### src/rtl/fact_seq_engine_pkg.sv
// Shared definitions for the factorial sequencer: FSM state encoding and type.
package fact_pkg;

  localparam logic [1:0] ST_IDLE = 2'd0;
  localparam logic [1:0] ST_MUL  = 2'd1;
  localparam logic [1:0] ST_NEXT = 2'd2;
  localparam logic [1:0] ST_DONE = 2'd3;

  typedef enum logic [1:0] {
    S_IDLE = ST_IDLE,
    S_MUL  = ST_MUL,
    S_NEXT = ST_NEXT,
    S_DONE = ST_DONE
  } state_t;

endpackage

### src/rtl/fact_seq_engine_if.sv
// Host-side handshake bundle of the factorial sequencer (Start/A in, Busy/Done/Result/Ovf out).
interface fact_seq_engine_if #(
  parameter int IN_W  = 4,
  parameter int OUT_W = 16
);

  logic             Start;
  logic [IN_W-1:0]  A;
  logic             Busy;
  logic             Done;
  logic [OUT_W-1:0] Result;
  logic             Ovf;

  // Host drives the request, observes status and result.
  modport master (
    output Start, A,
    input  Busy, Done, Result, Ovf
  );

  // Engine consumes the request, drives status and result.
  modport slave (
    input  Start, A,
    output Busy, Done, Result, Ovf
  );

endinterface

### src/rtl/fact_seq_engine_mul.sv
// Sequential shift-add multiplier: one multiplier bit per cycle, LSB first.
// The start cycle itself processes bit 0 using the live inputs, so the full
// product is presented on product_o during the IN_W-th cycle (flagged by last_o).
module seq_shift_add_mul #(
  parameter int IN_W  = 4,
  parameter int OUT_W = 16
) (
  input  logic                  clk,
  input  logic                  reset,
  input  logic                  start_i,
  input  logic [OUT_W-1:0]      mcand_i,
  input  logic [IN_W-1:0]       mplier_i,
  output logic [OUT_W+IN_W-1:0] product_o,
  output logic                  last_o
);

  localparam int PW = OUT_W + IN_W;
  localparam int BW = (IN_W > 1) ? $clog2(IN_W) : 1;

  logic             active_q;
  logic [BW-1:0]    bit_q;
  logic [PW-1:0]    partial_q;
  logic [OUT_W-1:0] mcand_q;
  logic [IN_W-1:0]  mplier_q;

  logic [BW-1:0]    cur_bit;
  logic [OUT_W-1:0] cur_mcand;
  logic [IN_W-1:0]  cur_mplier;
  logic [PW-1:0]    cur_partial;
  logic [PW-1:0]    addend;
  logic             running;

  // Select live operands on the start cycle, latched copies afterwards.
  always_comb begin
    running     = start_i | active_q;
    cur_bit     = start_i ? '0 : bit_q;
    cur_mcand   = start_i ? mcand_i : mcand_q;
    cur_mplier  = start_i ? mplier_i : mplier_q;
    cur_partial = start_i ? '0 : partial_q;
    addend      = cur_mplier[cur_bit] ? (PW'(cur_mcand) << cur_bit) : '0;
    product_o   = cur_partial + addend;
    last_o      = running && (cur_bit == BW'(IN_W - 1));
  end

  // Accumulate one shifted partial product per cycle until the last bit.
  always_ff @(posedge clk) begin
    if (!reset) begin
      active_q  <= 1'b0;
      bit_q     <= '0;
      partial_q <= '0;
      mcand_q   <= '0;
      mplier_q  <= '0;
    end else begin
      if (start_i) begin
        mcand_q  <= mcand_i;
        mplier_q <= mplier_i;
      end
      if (running) begin
        partial_q <= product_o;
        bit_q     <= cur_bit + BW'(1);
        active_q  <= !last_o;
      end
    end
  end

endmodule

### src/rtl/fact_seq_engine.sv
// Factorial sequencer: latches A on Start and computes A! mod 2^OUT_W by
// multiplying the accumulator by A, A-1, ..., 2 with a sequential multiplier.
module fact_seq_engine
  import fact_pkg::*;
#(
  parameter int IN_W  = 4,
  parameter int OUT_W = 16
) (
  input  logic                clk,
  input  logic                reset,
  fact_seq_engine_if.slave    bus
);

  localparam int PW = OUT_W + IN_W;

  state_t           state_q;
  logic [OUT_W-1:0] acc_q;
  logic [IN_W-1:0]  cnt_q;
  logic [IN_W-1:0]  cnt_d;
  logic             busy_q;
  logic             done_q;
  logic [OUT_W-1:0] result_q;
  logic             ovf_q;
  logic             mul_start_q;

  logic [PW-1:0]    mul_product;
  logic             mul_last;

  seq_shift_add_mul #(
    .IN_W  (IN_W),
    .OUT_W (OUT_W)
  ) u_mul (
    .clk       (clk),
    .reset     (reset),
    .start_i   (mul_start_q),
    .mcand_i   (acc_q),
    .mplier_i  (cnt_q),
    .product_o (mul_product),
    .last_o    (mul_last)
  );

  // Next factor after a multiply completes.
  always_comb begin
    cnt_d = cnt_q - IN_W'(1);
  end

  // Control FSM; Done/Result are loaded on entry to DONE so they are visible in that cycle.
  always_ff @(posedge clk) begin
    if (!reset) begin
      state_q     <= S_IDLE;
      acc_q       <= '0;
      cnt_q       <= '0;
      busy_q      <= 1'b0;
      done_q      <= 1'b0;
      result_q    <= '0;
      ovf_q       <= 1'b0;
      mul_start_q <= 1'b0;
    end else begin
      mul_start_q <= 1'b0;
      case (state_q)
        S_IDLE: begin
          if (bus.Start) begin
            acc_q  <= OUT_W'(1);
            cnt_q  <= bus.A;
            ovf_q  <= 1'b0;
            busy_q <= 1'b1;
            if (bus.A > IN_W'(1)) begin
              state_q     <= S_MUL;
              mul_start_q <= 1'b1;
            end else begin
              // 0! and 1! need no multiplication.
              state_q  <= S_DONE;
              done_q   <= 1'b1;
              result_q <= OUT_W'(1);
            end
          end
        end
        S_MUL: begin
          if (mul_last) begin
            acc_q   <= mul_product[OUT_W-1:0];
            ovf_q   <= ovf_q | (|mul_product[PW-1:OUT_W]);
            state_q <= S_NEXT;
          end
        end
        S_NEXT: begin
          cnt_q <= cnt_d;
          if (cnt_d == IN_W'(1)) begin
            state_q  <= S_DONE;
            done_q   <= 1'b1;
            result_q <= acc_q;
          end else begin
            state_q     <= S_MUL;
            mul_start_q <= 1'b1;
          end
        end
        S_DONE: begin
          done_q  <= 1'b0;
          busy_q  <= 1'b0;
          state_q <= S_IDLE;
        end
        default: begin
          state_q <= S_IDLE;
        end
      endcase
    end
  end

  // Drive the host bundle straight from registers.
  always_comb begin
    bus.Busy   = busy_q;
    bus.Done   = done_q;
    bus.Result = result_q;
    bus.Ovf    = ovf_q;
  end

endmodule

### src/flat_wrapper.sv
// flat-port wrapper written by rule: the top's interface ports become plain ports
module fact_seq_engine_flat import fact_pkg::*;
#(
  parameter int IN_W  = 4,
  parameter int OUT_W = 16
)
  (clk, reset, bus_Start, bus_A, bus_Busy, bus_Done, bus_Result, bus_Ovf);
  fact_seq_engine_if #(.IN_W(IN_W), .OUT_W(OUT_W)) bus_i ();
  input  logic clk;
  input  logic reset;
  input wire logic [$bits(bus_i.Start)-1:0] bus_Start;
  input wire logic [$bits(bus_i.A)-1:0] bus_A;
  output wire logic [$bits(bus_i.Busy)-1:0] bus_Busy;
  output wire logic [$bits(bus_i.Done)-1:0] bus_Done;
  output wire logic [$bits(bus_i.Result)-1:0] bus_Result;
  output wire logic [$bits(bus_i.Ovf)-1:0] bus_Ovf;
  assign bus_i.Start = bus_Start;
  assign bus_i.A = bus_A;
  assign bus_Busy = bus_i.Busy;
  assign bus_Done = bus_i.Done;
  assign bus_Result = bus_i.Result;
  assign bus_Ovf = bus_i.Ovf;
  fact_seq_engine #(.IN_W(IN_W), .OUT_W(OUT_W)) u_core (.clk(clk), .reset(reset), .bus(bus_i));
endmodule
### config.mk
export PLATFORM = sky130hd
export DESIGN_NAME = fact_seq_engine_flat
export DESIGN_NICKNAME = d
export VERILOG_FILES = /design/src/rtl/fact_seq_engine_pkg.sv /design/src/rtl/fact_seq_engine_if.sv /design/src/rtl/fact_seq_engine_mul.sv /design/src/rtl/fact_seq_engine.sv /design/src/flat_wrapper.sv
export SDC_FILE = /design/constraint.sdc
export NUM_CORES = 1
export LEC_CHECK = 0
export ABC_CLOCK_PERIOD_IN_PS = 3700
export BUFFER_PORTS_ARGS = -buffer_cell sky130_fd_sc_hd__buf_2
export CAP_MARGIN = 5
export CORE_UTILIZATION = 55
export DETAILED_ROUTE_END_ITERATION = 12
export GPL_TIMING_DRIVEN = 0
export PLACE_DENSITY = 0.73
export SYNTH_ARGS = -nofsm -noshare
export SYNTH_HDL_FRONTEND = slang
export SYNTH_SLANG_ARGS = --single-unit
export TNS_END_PERCENT = 10
### constraint.sdc
create_clock -name clk -period 3.7 [get_ports clk]
set_input_delay 0.185 -clock clk [delete_from_list [all_inputs] [get_ports clk]]
set_output_delay 0.185 -clock clk [all_outputs]
set_load 0.05 [all_outputs]
==> flow_metrics.py <==
metrics = {
    "die": {
        "die_h_microns": 97.7,
        "floorplan.initialDensity_pct": 57.2,
        "floorplan.core_area_sq_um": 8810,
        "design.portCount": 26,
        "die_w_microns": 97.7,
        "num_rows": 34,
        "die_area_sq_um": 9540,
    },
    "global_route": {
        "gr-total-overflow": 0,
        "grt_max_degree": 16,
        "global_route_wire_length_before_repair_mm": 20.9,
        "number_of_antenna_violations_at_the_first_check_in_global_routing": 0,
        "first_global_vias": 4296,
        "globalRouteTotalUtil_pct": 27.9,
    },
    "routing": {
        "finalWirelength_mm": 12.9,
        "firstDrtPassIters": 5,
        "vias_per_cell": 5.91,
        "detailroute.via_count": 4512,
        "detail_route.drc_violations": 0,
        "dr.first_iter.drc_count": 254,
        "wl_per_cell_microns": 16.9,
        "drt.antenna.violating_nets": 0,
    },
    "clocking": {
        "cts.htree.levels": 3,
        "cts_tree": "done",
        "clock-sinks": 85,
        "clock_tree.root_cell": "sky130_fd_sc_hd__clkbuf_8",
        "worst_setup_hold_path_clk_slew_ns": 0.09,
        "post-cts-setup-buffers": 0,
        "postCtsHoldBufs": 0,
        "cts-buffers-inserted": 9,
        "post_cts_resized": 3,
        "worstSkewPairLatency_ns": 0.37,
        "clk_path_buf_depth": 2,
    },
    "final_layout": {
        "layout-area-overhead-vs-synth_pct": 9.66,
        "finalNetCount": 684,
        "register_cell_area_after_layout_sq_um": 1700,
        "leading_cell_types_in_the_layout_fill_and_taps_excluded": "92 x sky130_fd_sc_hd__nand2_1, 85 x sky130_fd_sc_hd__dfxtp_1, 63 x sky130_fd_sc_hd__nor2b_1",
        "fill_cells": 813,
        "layout-drive-gt1-share_pct": 11.1,
        "multi_input_comb_area_sq_um": 3130,
        "postLayoutCoreUtil_pct": 62.7,
        "design_area_sq_um": 5520,
        "layout_commonest_cell": "sky130_fd_sc_hd__nand2_1",
        "antenna_cells_inserted": 0,
    },
    "timing": {
        "slew_viol_final": 0,
        "hold_viol_final": 0,
        "worst_hold_check_slack_ns": 0.170,
        "worst_pin_slew_ns": 0.695,
        "fmax_ghz": 0.286,
        "finalSetupViolations": 0,
        "worst_clock_skew_ns": 0.0123,
        "rsz0062_at_grt": "no",
        "relSlewSlack_pct": 53.5,
        "clock_period_minus_worst_slack_ns": 3.49,
        "period_share_pct": 94.4,
        "postLayoutSetupSlackWorst_ns": 0.209,
    },
    "logic_synthesis": {
        "cell_area_synth_sq_um": 5040,
        "synth_largest_type_area_fraction_pct": 33.8,
        "number_of_storage_elements_in_the_synthesis_netlist": 85,
        "number_of_instances_in_the_synthesized_netlist": 615,
        "post_synth.cell_area_avg_sq_um": 8.19,
        "synth_warnings": 0,
        "synth_seq_area_share_pct": 33.8,
        "synthArstFlopShare_pct": 0,
        "yosys.area.top_type": "sky130_fd_sc_hd__dfxtp_1",
        "synth_top_cells_by_area": "sky130_fd_sc_hd__dfxtp_1 34%, sky130_fd_sc_hd__nor2b_1 7.8%, sky130_fd_sc_hd__nand2_1 6.9%, sky130_fd_sc_hd__ha_1 6.5%, sky130_fd_sc_hd__mux2i_1 4.8%",
        "postSynth.topFlopCell": "sky130_fd_sc_hd__dfxtp_1",
        "syn_nets": 649,
        "synth_cell_types": 56,
        "synth-edff-count": 0,
    },
    "hold_path": {
        "hold_path_class": "in2reg",
    },
    "power_and_ir_drop": {
        "combPwrFrac_pct": 31.4,
        "worst_ir_drop_vdd_mv": 0.315,
        "netSwitchingPower_w": 0.000939,
        "swShare_pct": 38.2,
        "power.sequential.fraction_pct": 41.3,
        "power_frac_clock_pct": 27.2,
        "intPower_w": 0.00152,
        "pwr_density_nw_per_um2": 445,
        "power.leakage_nw": 2.16,
    },
    "setup_path": {
        "timing.critical_path.to_type": "flop",
        "cpLargestDelayFamily": "compound AO/OA/AOI/OAI gates",
        "critical_path_arrival_ns": 3.75,
        "crit_chain": "buf_2 > clkbuf_4 > buf_1 > nor2b_1 > ha_1 > fa_1 > a21o_2 > a31oi_2 > or4_4 > nand3_1 > a21o_2 > a22oi_1 > a31oi_1",
        "timing.critical_path.buf_inv": 3,
        "worstSetupPathType": "reg2reg",
        "critical-path-top-cell-by-count": "sky130_fd_sc_hd__a21o_2",
        "startpoint_type": "flop",
        "crit_path_max_incr_delay_ns": 0.44,
        "critPathSlowestCell": "sky130_fd_sc_hd__buf_1",
        "timing.reg2reg.setup_slack_ns": 0.21,
        "crit_required_ns": 3.96,
        "worstPathMaxFanout": 10,
    },
    "placed_design": {
        "placement.io_buffers": 24,
        "postPlaceCellArea_sq_um": 5290,
        "finalWeightedCongestion": 0.913,
        "estimated_wirelength_of_the_detail_placed_design_mm": 9.81,
        "post-place-ws_ns": -0.152,
    },
    "outcome": {
        "run_status": "finished, final reports clean",
    },
    "run": {
        "max-cap-violations": 0,
    },
}
cells in the mapped netlist, types with 4 or more instances:
| master | n |
|---|---|
| sky130_fd_sc_hd__and2_1 | 8 |
| sky130_fd_sc_hd__buf_2 | 8 |
| sky130_fd_sc_hd__nor3_1 | 10 |
| sky130_fd_sc_hd__dfxtp_1 | 85 |
| sky130_fd_sc_hd__nand2_1 | 92 |
| sky130_fd_sc_hd__clkbuf_1 | 25 |
| sky130_fd_sc_hd__nor2b_1 | 63 |
| sky130_fd_sc_hd__ha_1 | 26 |
| sky130_fd_sc_hd__a22oi_1 | 30 |
| sky130_fd_sc_hd__nand3_1 | 11 |
| sky130_fd_sc_hd__a21oi_1 | 35 |
| sky130_fd_sc_hd__o21ai_1 | 5 |
| sky130_fd_sc_hd__a21o_1 | 8 |
| sky130_fd_sc_hd__mux2i_1 | 24 |
| sky130_fd_sc_hd__inv_1 | 11 |
| sky130_fd_sc_hd__a21boi_1 | 10 |
| sky130_fd_sc_hd__o31ai_1 | 6 |
| sky130_fd_sc_hd__a31oi_1 | 4 |
| sky130_fd_sc_hd__nor2_1 | 22 |
| sky130_fd_sc_hd__a21boi_0 | 26 |
| sky130_fd_sc_hd__nand2b_1 | 18 |
| sky130_fd_sc_hd__xnor2_1 | 13 |
| sky130_fd_sc_hd__o21ai_0 | 27 |
power by group through the flow:
stage / clock network [W] / logic (W) / registers [W]
finish: 0.000669 / 0.000774 / 0.00102
global route: 0.000714 / 0.000841 / 0.00102
global placement: 0 / 0.000737 / 0.00103
CTS: 0.000677 / 0.000756 / 0.00101
floorplan: 0 / 0.000511 / 0.00107
detailed placement: 0 / 0.000749 / 0.00104
worst min-delay path: cells and delay by family:
| family | cells | cell delay [ns] |
|---|---|---|
| AO/OA/AOI/OAI | 2 | 0.22 |
| buffers and inverters | 1 | 0.09 |
cell type report:
| class | count | area share, % |
|---|---|---|
| buffer | 38 | 3.47 |
| clock buffer | 9 | 2.24 |
| clock inverter | 7 | 1.31 |
| inverter | 12 | 0.816 |
| multi-input combinational | 480 | 56.7 |
| sequential | 85 | 30.8 |
| tap | 108 | 2.45 |
| timing repair buffer | 24 | 2.17 |
routing by layer:
layer  wire (microns)  GRT usage, %  vias up
met5                0             0        -
met4              291          9.67        0
met3              509          4.53       21
met2             6390          49.6      122
met1             5700          33.8     2158
li1                 -             -     2211
registers in the layout (all words and copies together) (netlist names):
name                    cells
u_core.acc_q               16
u_core.bus.Busy             1
u_core.bus.Done             1
u_core.bus.Ovf              1
u_core.bus.Result          16
u_core.cnt_q                4
u_core.mul_start_q          1
u_core.state_q              2
u_core.u_mul.active_q       1
u_core.u_mul.bit_q          2
u_core.u_mul.mcand_q       16
u_core.u_mul.mplier_q       4
u_core.u_mul.partial_q     20
cell families (layout without fill, tap and decap cells):
family                     count (synthesis)  after routing  synth area share [%]
and+or+nand+nor                          234            234                  23.1
AOI/OAI and AO/OA                        177            177                  23.7
buffers and inverters                     50             90                  4.45
xor gates and xnor gates                  17             17                  3.11
DFF                                       85             85                  33.8
adders and majority gates                 27             27                  6.86
muxes                                     25             25                  4.99
worst paths after layout:
kind | start | endpoint | cells after the start
worst min-delay path | bus_A[0] | u_core.cnt_q[0] | 3
worst min register to register | u_core.u_mul.partial_q[13] | u_core.u_mul.partial_q[13] | 2
worst max-delay path | u_core.mul_start_q | u_core.bus.Ovf | 13
worst max register to register | u_core.mul_start_q | u_core.bus.Ovf | 13
per-stage QoR:
stage	TNS (ns)	instances	power, W
floorplan	0	615	0.00158
detailed placement	-0.419	747	0.00179
global route	0	763	0.00258
finish	0	763	0.00246
CTS	0	763	0.00245
global placement	-0.107	747	0.00177
Power figures use the tool's default switching activity.
